===== src/rtl/pcie_rq_arbiter_pkg.sv =====
// Shared types and default geometry for the PCIe RQ requester arbiter.
// Holds the arbiter state encoding and the round-robin pointer helper.
package pcie_rq_arb_pkg;

   typedef enum logic {ARB, PKT} arb_state_t;

   localparam int unsigned DEF_NUM_REQ = 4;
   localparam int unsigned DEF_DATA_W  = 64;
   localparam int unsigned DEF_KEEP_W  = DEF_DATA_W / 32;
   localparam int unsigned DEF_USER_W  = 85;

   function automatic int unsigned rr_next(input int unsigned idx, input int unsigned n);
      return (idx + 1 >= n) ? 0 : idx + 1;
   endfunction

endpackage


===== src/rtl/pcie_rq_arbiter_if.sv =====
// Requester-side and PCIe-core-side AXI-Stream bundle of the RQ arbiter.
// slave = arbiter view, master = environment (DMA engines + PCIe core) view.
interface pcie_rq_arbiter_if
   import pcie_rq_arb_pkg::*;
#(
   parameter int unsigned NUM_REQ = DEF_NUM_REQ,
   parameter int unsigned DATA_W  = DEF_DATA_W,
   parameter int unsigned KEEP_W  = DATA_W / 32,
   parameter int unsigned USER_W  = DEF_USER_W
) ();

   logic [NUM_REQ*DATA_W-1:0] req_tdata;
   logic [NUM_REQ*USER_W-1:0] req_tuser;
   logic [NUM_REQ*KEEP_W-1:0] req_tkeep;
   logic [NUM_REQ-1:0]        req_tlast;
   logic [NUM_REQ-1:0]        req_tvalid;
   logic [NUM_REQ-1:0]        req_tready;

   logic [DATA_W-1:0]         s_axis_rq_tdata;
   logic [USER_W-1:0]         s_axis_rq_tuser;
   logic [KEEP_W-1:0]         s_axis_rq_tkeep;
   logic                      s_axis_rq_tlast;
   logic                      s_axis_rq_tvalid;
   logic                      s_axis_rq_tready;

   modport slave (
      input  req_tdata, req_tuser, req_tkeep, req_tlast, req_tvalid,
      output req_tready,
      output s_axis_rq_tdata, s_axis_rq_tuser, s_axis_rq_tkeep,
      output s_axis_rq_tlast, s_axis_rq_tvalid,
      input  s_axis_rq_tready
   );

   modport master (
      output req_tdata, req_tuser, req_tkeep, req_tlast, req_tvalid,
      input  req_tready,
      input  s_axis_rq_tdata, s_axis_rq_tuser, s_axis_rq_tkeep,
      input  s_axis_rq_tlast, s_axis_rq_tvalid,
      output s_axis_rq_tready
   );

endinterface


===== src/rtl/pcie_rq_arbiter_skid.sv =====
// Two-entry AXI-Stream register slice: registered output, full throughput,
// input ready derived from occupancy only so downstream ready never leaks upstream.
module pcie_axis_skid #(
   parameter int unsigned W = 8
) (
   input  logic         clk_i,
   input  logic         rst_ni,
   input  logic         in_valid_i,
   output logic         in_ready_o,
   input  logic [W-1:0] in_data_i,
   output logic         out_valid_o,
   input  logic         out_ready_i,
   output logic [W-1:0] out_data_o
);

   logic [1:0]   count_q, count_d;
   logic [W-1:0] head_q, head_d;
   logic [W-1:0] spare_q, spare_d;
   logic         push, pop;

   assign in_ready_o  = (count_q != 2'd2);
   assign out_valid_o = (count_q != 2'd0);
   assign out_data_o  = head_q;
   assign push        = in_valid_i & in_ready_o;
   assign pop         = out_valid_o & out_ready_i;

   // head is always the presented beat; spare only holds the beat that arrived during a stall
   always_comb begin
      count_d = count_q;
      head_d  = head_q;
      spare_d = spare_q;
      case (count_q)
         2'd0: begin
            if (push) begin
               head_d  = in_data_i;
               count_d = 2'd1;
            end
         end
         2'd1: begin
            if (push && pop) begin
               head_d = in_data_i;
            end else if (push) begin
               spare_d = in_data_i;
               count_d = 2'd2;
            end else if (pop) begin
               count_d = 2'd0;
            end
         end
         2'd2: begin
            if (pop) begin
               head_d  = spare_q;
               count_d = 2'd1;
            end
         end
         default: count_d = 2'd0;
      endcase
   end

   always_ff @(posedge clk_i or negedge rst_ni) begin
      if (!rst_ni) begin
         count_q <= '0;
         head_q  <= '0;
         spare_q <= '0;
      end else begin
         count_q <= count_d;
         head_q  <= head_d;
         spare_q <= spare_d;
      end
   end

endmodule


===== src/rtl/pcie_rq_arbiter.sv =====
// Packet-granular round-robin arbiter sharing the PCIe RQ AXI-Stream port
// among NUM_REQ requesters, followed by a 2-entry registered output slice.
module pcie_rq_arbiter
   import pcie_rq_arb_pkg::*;
#(
   parameter int unsigned NUM_REQ = DEF_NUM_REQ,
   parameter int unsigned DATA_W  = DEF_DATA_W,
   parameter int unsigned KEEP_W  = DATA_W / 32,
   parameter int unsigned USER_W  = DEF_USER_W
) (
   input  logic               pcie_clk_in,
   input  logic               pcie_reset_n,
   input  logic               pcie_link_up,
   pcie_rq_arbiter_if.slave   rq,
   output logic [NUM_REQ-1:0] arb_grant
);

   localparam int unsigned IDX_W  = (NUM_REQ > 1) ? $clog2(NUM_REQ) : 1;
   localparam int unsigned SKID_W = USER_W + KEEP_W + 1 + DATA_W;

   arb_state_t         state_q;
   logic [NUM_REQ-1:0] grant_q;
   logic [IDX_W-1:0]   rr_ptr_q;
   logic [IDX_W-1:0]   gidx_q;

   logic               pick_found;
   logic [IDX_W-1:0]   pick_idx;
   logic [NUM_REQ-1:0] tready_w;
   logic               skid_in_ready;
   logic               beat_fire;
   logic               last_fire;
   logic [DATA_W-1:0]  sel_data;
   logic [USER_W-1:0]  sel_user;
   logic [KEEP_W-1:0]  sel_keep;
   logic               sel_last;
   logic [SKID_W-1:0]  skid_out;

   // first valid requester at or after rr_ptr, wrapping
   always_comb begin
      int unsigned cand;
      cand       = 0;
      pick_found = 1'b0;
      pick_idx   = '0;
      for (int unsigned k = 0; k < NUM_REQ; k++) begin
         cand = (32'(rr_ptr_q) + k) % NUM_REQ;
         if (!pick_found && rq.req_tvalid[IDX_W'(cand)]) begin
            pick_found = 1'b1;
            pick_idx   = IDX_W'(cand);
         end
      end
   end

   always_comb begin
      sel_data = '0;
      sel_user = '0;
      sel_keep = '0;
      sel_last = 1'b0;
      for (int unsigned i = 0; i < NUM_REQ; i++) begin
         if (grant_q[i]) begin
            sel_data = sel_data | rq.req_tdata[i*DATA_W +: DATA_W];
            sel_user = sel_user | rq.req_tuser[i*USER_W +: USER_W];
            sel_keep = sel_keep | rq.req_tkeep[i*KEEP_W +: KEEP_W];
            sel_last = sel_last | rq.req_tlast[i];
         end
      end
   end

   // grant_q is non-zero only in PKT, so it alone gates requester ready
   assign tready_w      = grant_q & {NUM_REQ{skid_in_ready}};
   assign rq.req_tready = tready_w;
   assign beat_fire     = |(rq.req_tvalid & tready_w);
   assign last_fire     = |(rq.req_tvalid & tready_w & rq.req_tlast);
   assign arb_grant     = grant_q;

   always_ff @(posedge pcie_clk_in or negedge pcie_reset_n) begin
      if (!pcie_reset_n) begin
         state_q  <= ARB;
         grant_q  <= '0;
         rr_ptr_q <= '0;
         gidx_q   <= '0;
      end else begin
         case (state_q)
            ARB: begin
               if (pcie_link_up && pick_found) begin
                  grant_q <= NUM_REQ'(1) << pick_idx;
                  gidx_q  <= pick_idx;
                  state_q <= PKT;
               end
            end
            PKT: begin
               if (last_fire) begin
                  rr_ptr_q <= IDX_W'(rr_next(32'(gidx_q), NUM_REQ));
                  grant_q  <= '0;
                  state_q  <= ARB;
               end
            end
            default: state_q <= ARB;
         endcase
      end
   end

   pcie_axis_skid #(
      .W (SKID_W)
   ) u_skid (
      .clk_i       (pcie_clk_in),
      .rst_ni      (pcie_reset_n),
      .in_valid_i  (beat_fire),
      .in_ready_o  (skid_in_ready),
      .in_data_i   ({sel_user, sel_keep, sel_last, sel_data}),
      .out_valid_o (rq.s_axis_rq_tvalid),
      .out_ready_i (rq.s_axis_rq_tready),
      .out_data_o  (skid_out)
   );

   assign {rq.s_axis_rq_tuser, rq.s_axis_rq_tkeep, rq.s_axis_rq_tlast, rq.s_axis_rq_tdata} = skid_out;

endmodule

===== src/flat_wrapper.sv =====
// flat-port wrapper written by rule: the top's interface ports become plain ports
module pcie_rq_arbiter_flat import pcie_rq_arb_pkg::*;
#(
   parameter int unsigned NUM_REQ = DEF_NUM_REQ,
   parameter int unsigned DATA_W  = DEF_DATA_W,
   parameter int unsigned KEEP_W  = DATA_W / 32,
   parameter int unsigned USER_W  = DEF_USER_W
)
  (pcie_clk_in, pcie_reset_n, pcie_link_up, arb_grant, rq_req_tdata, rq_req_tuser, rq_req_tkeep, rq_req_tlast, rq_req_tvalid, rq_req_tready, rq_s_axis_rq_tdata, rq_s_axis_rq_tuser, rq_s_axis_rq_tkeep, rq_s_axis_rq_tlast, rq_s_axis_rq_tvalid, rq_s_axis_rq_tready);
  pcie_rq_arbiter_if #(.NUM_REQ(NUM_REQ), .DATA_W(DATA_W), .KEEP_W(KEEP_W), .USER_W(USER_W)) rq_i ();
  input  logic pcie_clk_in;
  input  logic pcie_reset_n;
  input  logic pcie_link_up;
  output logic [NUM_REQ-1:0] arb_grant;
  input wire logic [$bits(rq_i.req_tdata)-1:0] rq_req_tdata;
  input wire logic [$bits(rq_i.req_tuser)-1:0] rq_req_tuser;
  input wire logic [$bits(rq_i.req_tkeep)-1:0] rq_req_tkeep;
  input wire logic [$bits(rq_i.req_tlast)-1:0] rq_req_tlast;
  input wire logic [$bits(rq_i.req_tvalid)-1:0] rq_req_tvalid;
  output wire logic [$bits(rq_i.req_tready)-1:0] rq_req_tready;
  output wire logic [$bits(rq_i.s_axis_rq_tdata)-1:0] rq_s_axis_rq_tdata;
  output wire logic [$bits(rq_i.s_axis_rq_tuser)-1:0] rq_s_axis_rq_tuser;
  output wire logic [$bits(rq_i.s_axis_rq_tkeep)-1:0] rq_s_axis_rq_tkeep;
  output wire logic [$bits(rq_i.s_axis_rq_tlast)-1:0] rq_s_axis_rq_tlast;
  output wire logic [$bits(rq_i.s_axis_rq_tvalid)-1:0] rq_s_axis_rq_tvalid;
  input wire logic [$bits(rq_i.s_axis_rq_tready)-1:0] rq_s_axis_rq_tready;
  assign rq_i.req_tdata = rq_req_tdata;
  assign rq_i.req_tuser = rq_req_tuser;
  assign rq_i.req_tkeep = rq_req_tkeep;
  assign rq_i.req_tlast = rq_req_tlast;
  assign rq_i.req_tvalid = rq_req_tvalid;
  assign rq_req_tready = rq_i.req_tready;
  assign rq_s_axis_rq_tdata = rq_i.s_axis_rq_tdata;
  assign rq_s_axis_rq_tuser = rq_i.s_axis_rq_tuser;
  assign rq_s_axis_rq_tkeep = rq_i.s_axis_rq_tkeep;
  assign rq_s_axis_rq_tlast = rq_i.s_axis_rq_tlast;
  assign rq_s_axis_rq_tvalid = rq_i.s_axis_rq_tvalid;
  assign rq_i.s_axis_rq_tready = rq_s_axis_rq_tready;
  pcie_rq_arbiter #(.NUM_REQ(NUM_REQ), .DATA_W(DATA_W), .KEEP_W(KEEP_W), .USER_W(USER_W)) u_core (.pcie_clk_in(pcie_clk_in), .pcie_reset_n(pcie_reset_n), .pcie_link_up(pcie_link_up), .rq(rq_i), .arb_grant(arb_grant));
endmodule

===== config.mk =====
export PLATFORM = sky130hd
export DESIGN_NAME = pcie_rq_arbiter_flat
export DESIGN_NICKNAME = d
export VERILOG_FILES = /design/src/rtl/pcie_rq_arbiter_pkg.sv /design/src/rtl/pcie_rq_arbiter_if.sv /design/src/rtl/pcie_rq_arbiter_skid.sv /design/src/rtl/pcie_rq_arbiter.sv /design/src/flat_wrapper.sv
export SDC_FILE = /design/constraint.sdc
export NUM_CORES = 1
export LEC_CHECK = 0
export BUFFER_PORTS_ARGS = -buffer_cell sky130_fd_sc_hd__buf_2
export CAP_MARGIN = 20
export CORE_AREA = 8 8 293 295
export DETAILED_ROUTE_END_ITERATION = 7
export DIE_AREA = 0 0 301 303
export GPL_TIMING_DRIVEN = 0
export HOLD_SLACK_MARGIN = 0.02
export PLACE_DENSITY = 0.53
export SYNTH_ARGS = -nofsm -noshare
export SYNTH_HDL_FRONTEND = slang
export SYNTH_SLANG_ARGS = --single-unit

===== constraint.sdc =====
create_clock -name pcie_clk_in -period 2.2 [get_ports pcie_clk_in]
set_input_delay 0.22 -clock pcie_clk_in [delete_from_list [all_inputs] [get_ports pcie_clk_in]]
set_output_delay 0.22 -clock pcie_clk_in [all_outputs]
set_load 0.01 [all_outputs]

# Word level (Yosys, flattened, before mapping)
# Cells that the tools add are included.
[word_totals]
regBits = 315
latch_bits = 0
ramBits = 0
rom_bits = 0
input_bits = 616
output_inout_bits = 161
word_cells = 114
memories = 0
[classes]
add_sub_neg = 4
multipliers = 0
n_div = 0
order_cmp = 5
eq_ne = 10
n_shift = 1
mux = 49
n_bitwise = 19
reduce_logical = 19
[ops]
columns = ["op", "n"]
rows = [
  ["$mux W152", 3],
  ["$pmux W152 S3", 1],
  ["$mux W85", 4],
  ["$mux W64", 4],
  ["$or A85 B85 Y85", 3],
  ["$or A64 B64 Y64", 3],
  ["$mux W2", 14],
  ["$mux W1", 14],
  ["$and A4 B4 Y4", 3],
  ["$lt A2 B3 Y1 const B", 4],
  ["$ne A2 B2 Y1 const B", 6],
  ["$bmux W1 S2", 4],
  ["$mux W4", 2],
  ["$pmux W4 S2", 1],
  ["$reduce_and A4 Y1", 2],
  ["$reduce_or A4 Y1", 2],
  ["$or A2 B2 Y2", 3],
  ["$pmux W2 S3", 1],
  ["$reduce_and A2 Y1", 3],
  ["$logic_and A1 B1 Y1", 5],
  ["$add A2 B2 Y2 const B", 2],
  ["$shl A1 B2 Y4 const A", 1],
  ["$add A2 B1 Y3 const B", 1],
  ["$ge A3 B3 Y1 const B", 1],
  ["other kinds (14)", 20],
]

# Longest topological paths before layout
[depth]
depth_word = 15
mapped_depth = 7
mapped_depth_nobuf = 4

# By module
# From an unflattened synthesis, not the netlist that was laid out.
[hier_totals]
cells_unflattened = 1405
area_unflattened_um2 = 17559.3
[by_module_without_submodules]
columns = ["module", "n_inst", "cells_per_inst", "area_per_inst_um2"]
rows = [
  ["pcie_axis_skid", 1, 825, 13874.6],
  ["pcie_rq_arbiter", 1, 580, 3684.8],
]

# Worst setup path after synthesis
# No wires, ideal clock.
[synth_path]
path_type = "register to register"
start = "register u_core.grant_q[1] (netlist: u_core.arb_grant[1])"
end = "register u_core.u_skid.head_q[91] (netlist: u_core.u_skid.out_data_o[91])"
setup_ps = 125
t_arrival_ps = 1684
required_ps = 2075
slack_ps = 391
stages_incl_launch_ff = 7
n_path_buf = 2
period_less_slack_ps = 1809
path_cell_list = "dfrtp_1 -> a22oi_2 -> a221o_1 -> o21ai_2 -> buf_4 -> buf_4 -> mux2_2"
[synth_between]
elab_chain_cells = 7
elab_cells_between_ends = 16
[synth_rtl]
columns = ["element", "line_no", "rtl"]
rows = [
  ["start, declared", "pcie_rq_arbiter.sv:22", "logic [NUM_REQ-1:0] grant_q;"],
  ["start signal, assigned", "pcie_rq_arbiter.sv:85", "grant_q <= NUM_REQ'(1) << pick_idx;"],
  ["$mux W85 / $and A4 B4 Y4 (equally long branches)", "pcie_rq_arbiter.sv:59, pcie_rq_arbiter.sv:69", ""],
  ["$or A85 B85 Y85 / $and A4 B4 Y4 (equally long branches)", "pcie_rq_arbiter.sv:61, pcie_rq_arbiter.sv:71", ""],
  ["$mux W85 / $reduce_or A4 Y1 (equally long branches)", "pcie_rq_arbiter.sv:59, pcie_rq_arbiter.sv:71", ""],
  ["$or A85 B85 Y85 / $and A1 B1 Y1 (equally long branches)", "pcie_rq_arbiter.sv:61, pcie_rq_arbiter_skid.sv:24", ""],
  ["$mux W85 / $logic_and A1 B1 Y1 (equally long branches)", "pcie_rq_arbiter.sv:59, pcie_rq_arbiter_skid.sv:40", ""],
  ["$mux W152 (tied with other cells)", "pcie_rq_arbiter_skid.sv:40", "if (push && pop) begin"],
  ["$pmux W152 S3 / $reduce_and A4 Y1 (equally long branches)", "-", ""],
  ["end signal, assigned", "pcie_rq_arbiter_skid.sv:62", "head_q <= '0;"],
  ["end signal, assigned", "pcie_rq_arbiter_skid.sv:66", "head_q <= head_d;"],
  ["end, declared", "pcie_rq_arbiter_skid.sv:17", "logic [W-1:0] head_q, head_d;"],
]
# Parallel ways exist; a longest one is shown, timed or not. The select of a mux whose other input is x is not followed.
# A chain may end at the register's enable or synchronous reset.

# Worst setup path after layout
[layout_path]
start = "register u_core.grant_q[2] (netlist: u_core.arb_grant[2])"
end = "register u_core.u_skid.head_q[54] (netlist: u_core.u_skid.out_data_o[54])"
[layout_between]
elab_chain_cells = 7
elab_cells_between_ends = 14
[layout_rtl]
columns = ["element", "line_no", "rtl"]
rows = [
  ["$and A4 B4 Y4", "pcie_rq_arbiter.sv:69", "assign tready_w = grant_q & {NUM_REQ{skid_in_ready}};"],
  ["$and A4 B4 Y4", "pcie_rq_arbiter.sv:71", "assign beat_fire = |(rq.req_tvalid & tready_w);"],
  ["$reduce_or A4 Y1", "pcie_rq_arbiter.sv:71", ""],
  ["$and A1 B1 Y1", "pcie_rq_arbiter_skid.sv:24", "assign push = in_valid_i & in_ready_o;"],
  ["$logic_and A1 B1 Y1", "pcie_rq_arbiter_skid.sv:40", ""],
  ["$ne A2 B2 Y1 (no source line)", "-", ""],
  ["$reduce_and A4 Y1 (no source line)", "-", ""],
]
# Parallel ways exist; a longest one is shown, timed or not. The select of a mux whose other input is x is not followed.

==> flow_summary_export.csv <==
group,metric,value,unit
global_routing,top_usage_layer,"met2",
logic_synthesis,syn-cell-area,0.0160,mm^2
sta,max_freq,460,MHz
route,dr.pass1.iters,5,
route,dr_total_vias,18145,
global_routing,first_global_vias,19070,
run_status,status,"complete, no violations",
logic_synthesis,synth_ff_type,"dfrtp_1",
logic_synthesis,synthSimpleGateAreaFrac,0.0799,
cts,cts_max_path_buffers,3,
logic_synthesis,synthesis.yosys.warnings,0,
logic_synthesis,synth_mux_area_frac,0.110,
logic_synthesis,syn_nets,2209,
cells_and_area,fin_nets,3305,
cts,root_buffer,"clkbuf_16",
worst_hold_path,hold_depth,3,
global_routing,antenna_found_initial,11,
global_routing,use_met2,0.314,
critical_path,crit_fanout,10,
route,via_per_inst,4.78,
logic_synthesis,synth_seq_cells,315,
sta,maxSlewViolCount,0,
cts,clk_pin_slew,0.06,ns
sta,rsz0062_at_grt,"yes",
cells_and_area,syn2layout_area_growth,68.0,%
sta,tightest_slew,0.797,ns
logic_synthesis,synth-xor-area-share,0,
logic_synthesis,async_flop_share,1.00,
critical_path,cpMaxStageDelayCell,"a221oi_2",
critical_path,worstSetupStartpointType,"flip-flop",
logic_synthesis,synth_top_family_by_area,"compound AO/OA/AOI/OAI gates",
global_routing,grt_max_degree,111,
power_and_ir_drop,power.leakage,12.9,nW
global_routing,grt_use_met1,0.218,
sta,fin_crit_sh,0.989,
floorplanning,core,0.0812,mm^2
route,dr.first_iter.drc_count,1290,
sta,relSlewSlack,0.468,
critical_path,critPathArrivalTime,2.60,ns
floorplanning,dieWidth,301,um
placed_design,dpl_worst_slack,-1.14,ns
placed_design,dp_hpwl,66700,um
cts,cts_tree,"yes",
sta,fin_skew,0.0170,ns
route,wirelength,87900,um
critical_path,critPathMaxStageDelay,0.51,ns
global_routing,grt_use_total,0.181,
route,avgRoutedWirePerCell,23.2,um
critical_path,r2r.worst_path.cells,5,
cts,cts_max_level,2,
placed_design,place.gp.congestion,0.899,
cts,cts.sinks,315,
floorplanning,initial_utilization,0.197,
floorplanning,io_pins,777,
placed_design,placed_cells,3443,
cts,cts_buffers,40,
cells_and_area,drive_above_1_share,0.451,
global_routing,use_met3,0.0409,
power_and_ir_drop,finalPower,0.0144,W
cells_and_area,finish.utilization,0.331,
logic_synthesis,syn_avg_cell_area,10.0,um^2
critical_path,crit_required,2.63,ns
cts,clkLatencyLatePin,0.55,ns
sta,finalHoldViolations,0,
sta,hold-worst-slack,0.0242,ns
logic_synthesis,synth_compound_area_frac,0.274,
placed_design,port_buffers,776,
floorplanning,die-area,0.0912,mm^2
power_and_ir_drop,p_per_area,536,mW/mm^2
cells_and_area,mostFrequentLayoutCell,"buf_2",
cells_and_area,final_cell_mix,"buf_2 (810), dfrtp_1 (311), a21oi_1 (310)",
critical_path,endpoint_kind,"flip-flop",
route,drtAntennaViolNets,0,
sta,timing.final.ws_setup,0.0247,ns
critical_path,path_class,"reg2reg",
critical_path,path_cells,"clkbuf_8 > clkbuf_2 > a221oi_2 > a21oi_1 > mux2_2",
logic_synthesis,synth_cell_types,33,
job,drv_cap,0,
sta,post-route-min-period,2.18,ns
global_routing,overflow,0,
worst_hold_path,hold_class,"in2reg",
route,drc_errors,0,
logic_synthesis,synthesis.instances,1592,
power_and_ir_drop,ir_worst_vdd,0.366,mV
logic_synthesis,synth-adder-area-share,0.000783,
sta,setup_viol,0,
logic_synthesis,synth-edff-count,0,
global_routing,grt_pass1_wl,126000,um
floorplanning,rows,105,
cells_and_area,layout.cells.non_filler,3794,
logic_synthesis,synth-seq-area-share,0.493,
floorplanning,die_y,303,um
## critical path, delay by kind of cell (launching register included)
kind | cells | cell delay (ns)
buffers and inverters | 2 | 0.66
flip-flops | 1 | 0.44
multiplexers | 1 | 0.29
AO/OA/AOI/OAI | 2 | 0.66
## worst paths after layout
check,slack (ns),start,end
min in group asynchronous,0.21,pcie_reset_n,u_core.u_skid.spare_q[103]$_DFFE_PN0P_
max in group asynchronous,0.76,pcie_reset_n,u_core.u_skid.out_data_o[27]$_DFFE_PN0P_
worst min register to register,0.48,u_core.u_skid.out_data_o[90]$_DFFE_PN0P_,u_core.u_skid.out_data_o[90]$_DFFE_PN0P_
worst min-delay path,0.02,rq_req_tdata[161],u_core.u_skid.spare_q[33]$_DFFE_PN0P_
worst max-delay path,0.02,u_core.arb_grant[2]$_DFFE_PN0P_,u_core.u_skid.out_data_o[54]$_DFFE_PN0P_
worst max register to register,0.02,u_core.arb_grant[2]$_DFFE_PN0P_,u_core.u_skid.out_data_o[54]$_DFFE_PN0P_
## synthesized netlist by cell type (all sizes together) (2+ instances only)
| library cell | n | area share |
|---|---|---|
| nand2 | 4 | 0.00094 |
| clkbuf | 91 | 0.021 |
| nor2b | 2 | 0.00078 |
| dfrtp | 315 | 0.49 |
| mux2i | 2 | 0.0013 |
| and2 | 4 | 0.0016 |
| o22ai | 2 | 0.00078 |
| a22o | 156 | 0.085 |
| mux2 | 154 | 0.11 |
| a22oi | 2 | 0.0016 |
| a21oi | 310 | 0.097 |
| o21ai | 4 | 0.0015 |
| nand3 | 5 | 0.0016 |
| nor2 | 308 | 0.072 |
| buf | 61 | 0.019 |
| inv | 5 | 0.0012 |
| a221oi | 152 | 0.083 |
| nand2b | 3 | 0.0012 |
| a21o | 2 | 0.00094 |
## report_power, final
part           leakage, nW  internal, W  switching [W]
Sequential            4.04      0.00594      0.0000682
Combinational         8.16     0.000906       0.000734
Clock                0.659      0.00414        0.00261
Total                 12.9       0.0110        0.00342
## cells by family after synthesis
logic type                 after synthesis
muxes                                  156
adders and majority gates                1
buffers and inverters                  157
and+or+nand+nor                        330
DFF                                    315
AOI/OAI and AO/OA                      633
## area by class of cell
cell class,count,area (um^2)
Fill cell,8255,54300
Multi-Input combinational cell,1120,8520
Sequential cell,315,7890
Timing Repair Buffer,1055,6810
Tap cell,1070,1340
Clock buffer,59,1160
Buffer,151,923
Clock inverter,13,183
Inverter,5,18.8
Antenna cell,6,15.0
## metal layers
metal  part of all wire  routed length, um
met5                  0                  0
met4              0.040               3510
met3              0.070               6160
met2               0.49              43500
met1               0.40              34700
## sequential cells by signal, indices dropped and copies added, names as in the netlist
register and flops:
u_core.u_skid.spare_q 152, u_core.rr_ptr_q 2, u_core.state_q 1, u_core.u_skid.out_data_o 152
u_core.gidx_q 2, u_core.arb_grant 4, u_core.u_skid.count_q 2
## metrics by stage
step | TNS, ns | instance area [um^2]
final | 0 | 26900
after global routing | -0.0469 | 26800
after CTS | 0 | 26200
after detailed placement | -218.10 | 21400
after global placement | -2031.79 | 21200
after floorplan | 0 | 16000
## repair_timing
item | 4_1_cts | 5_1_grt
pin swaps | 4 | 0
hold buffers | 254 | 4
hold endpoints to repair | 199 | 4
gates cloned | 0 | 0
gates resized for setup | 169 | 120
setup buffers | 10 | 6
setup endpoints to repair | 314 | 158
Note: power is estimated with default switching activity, not from simulation.
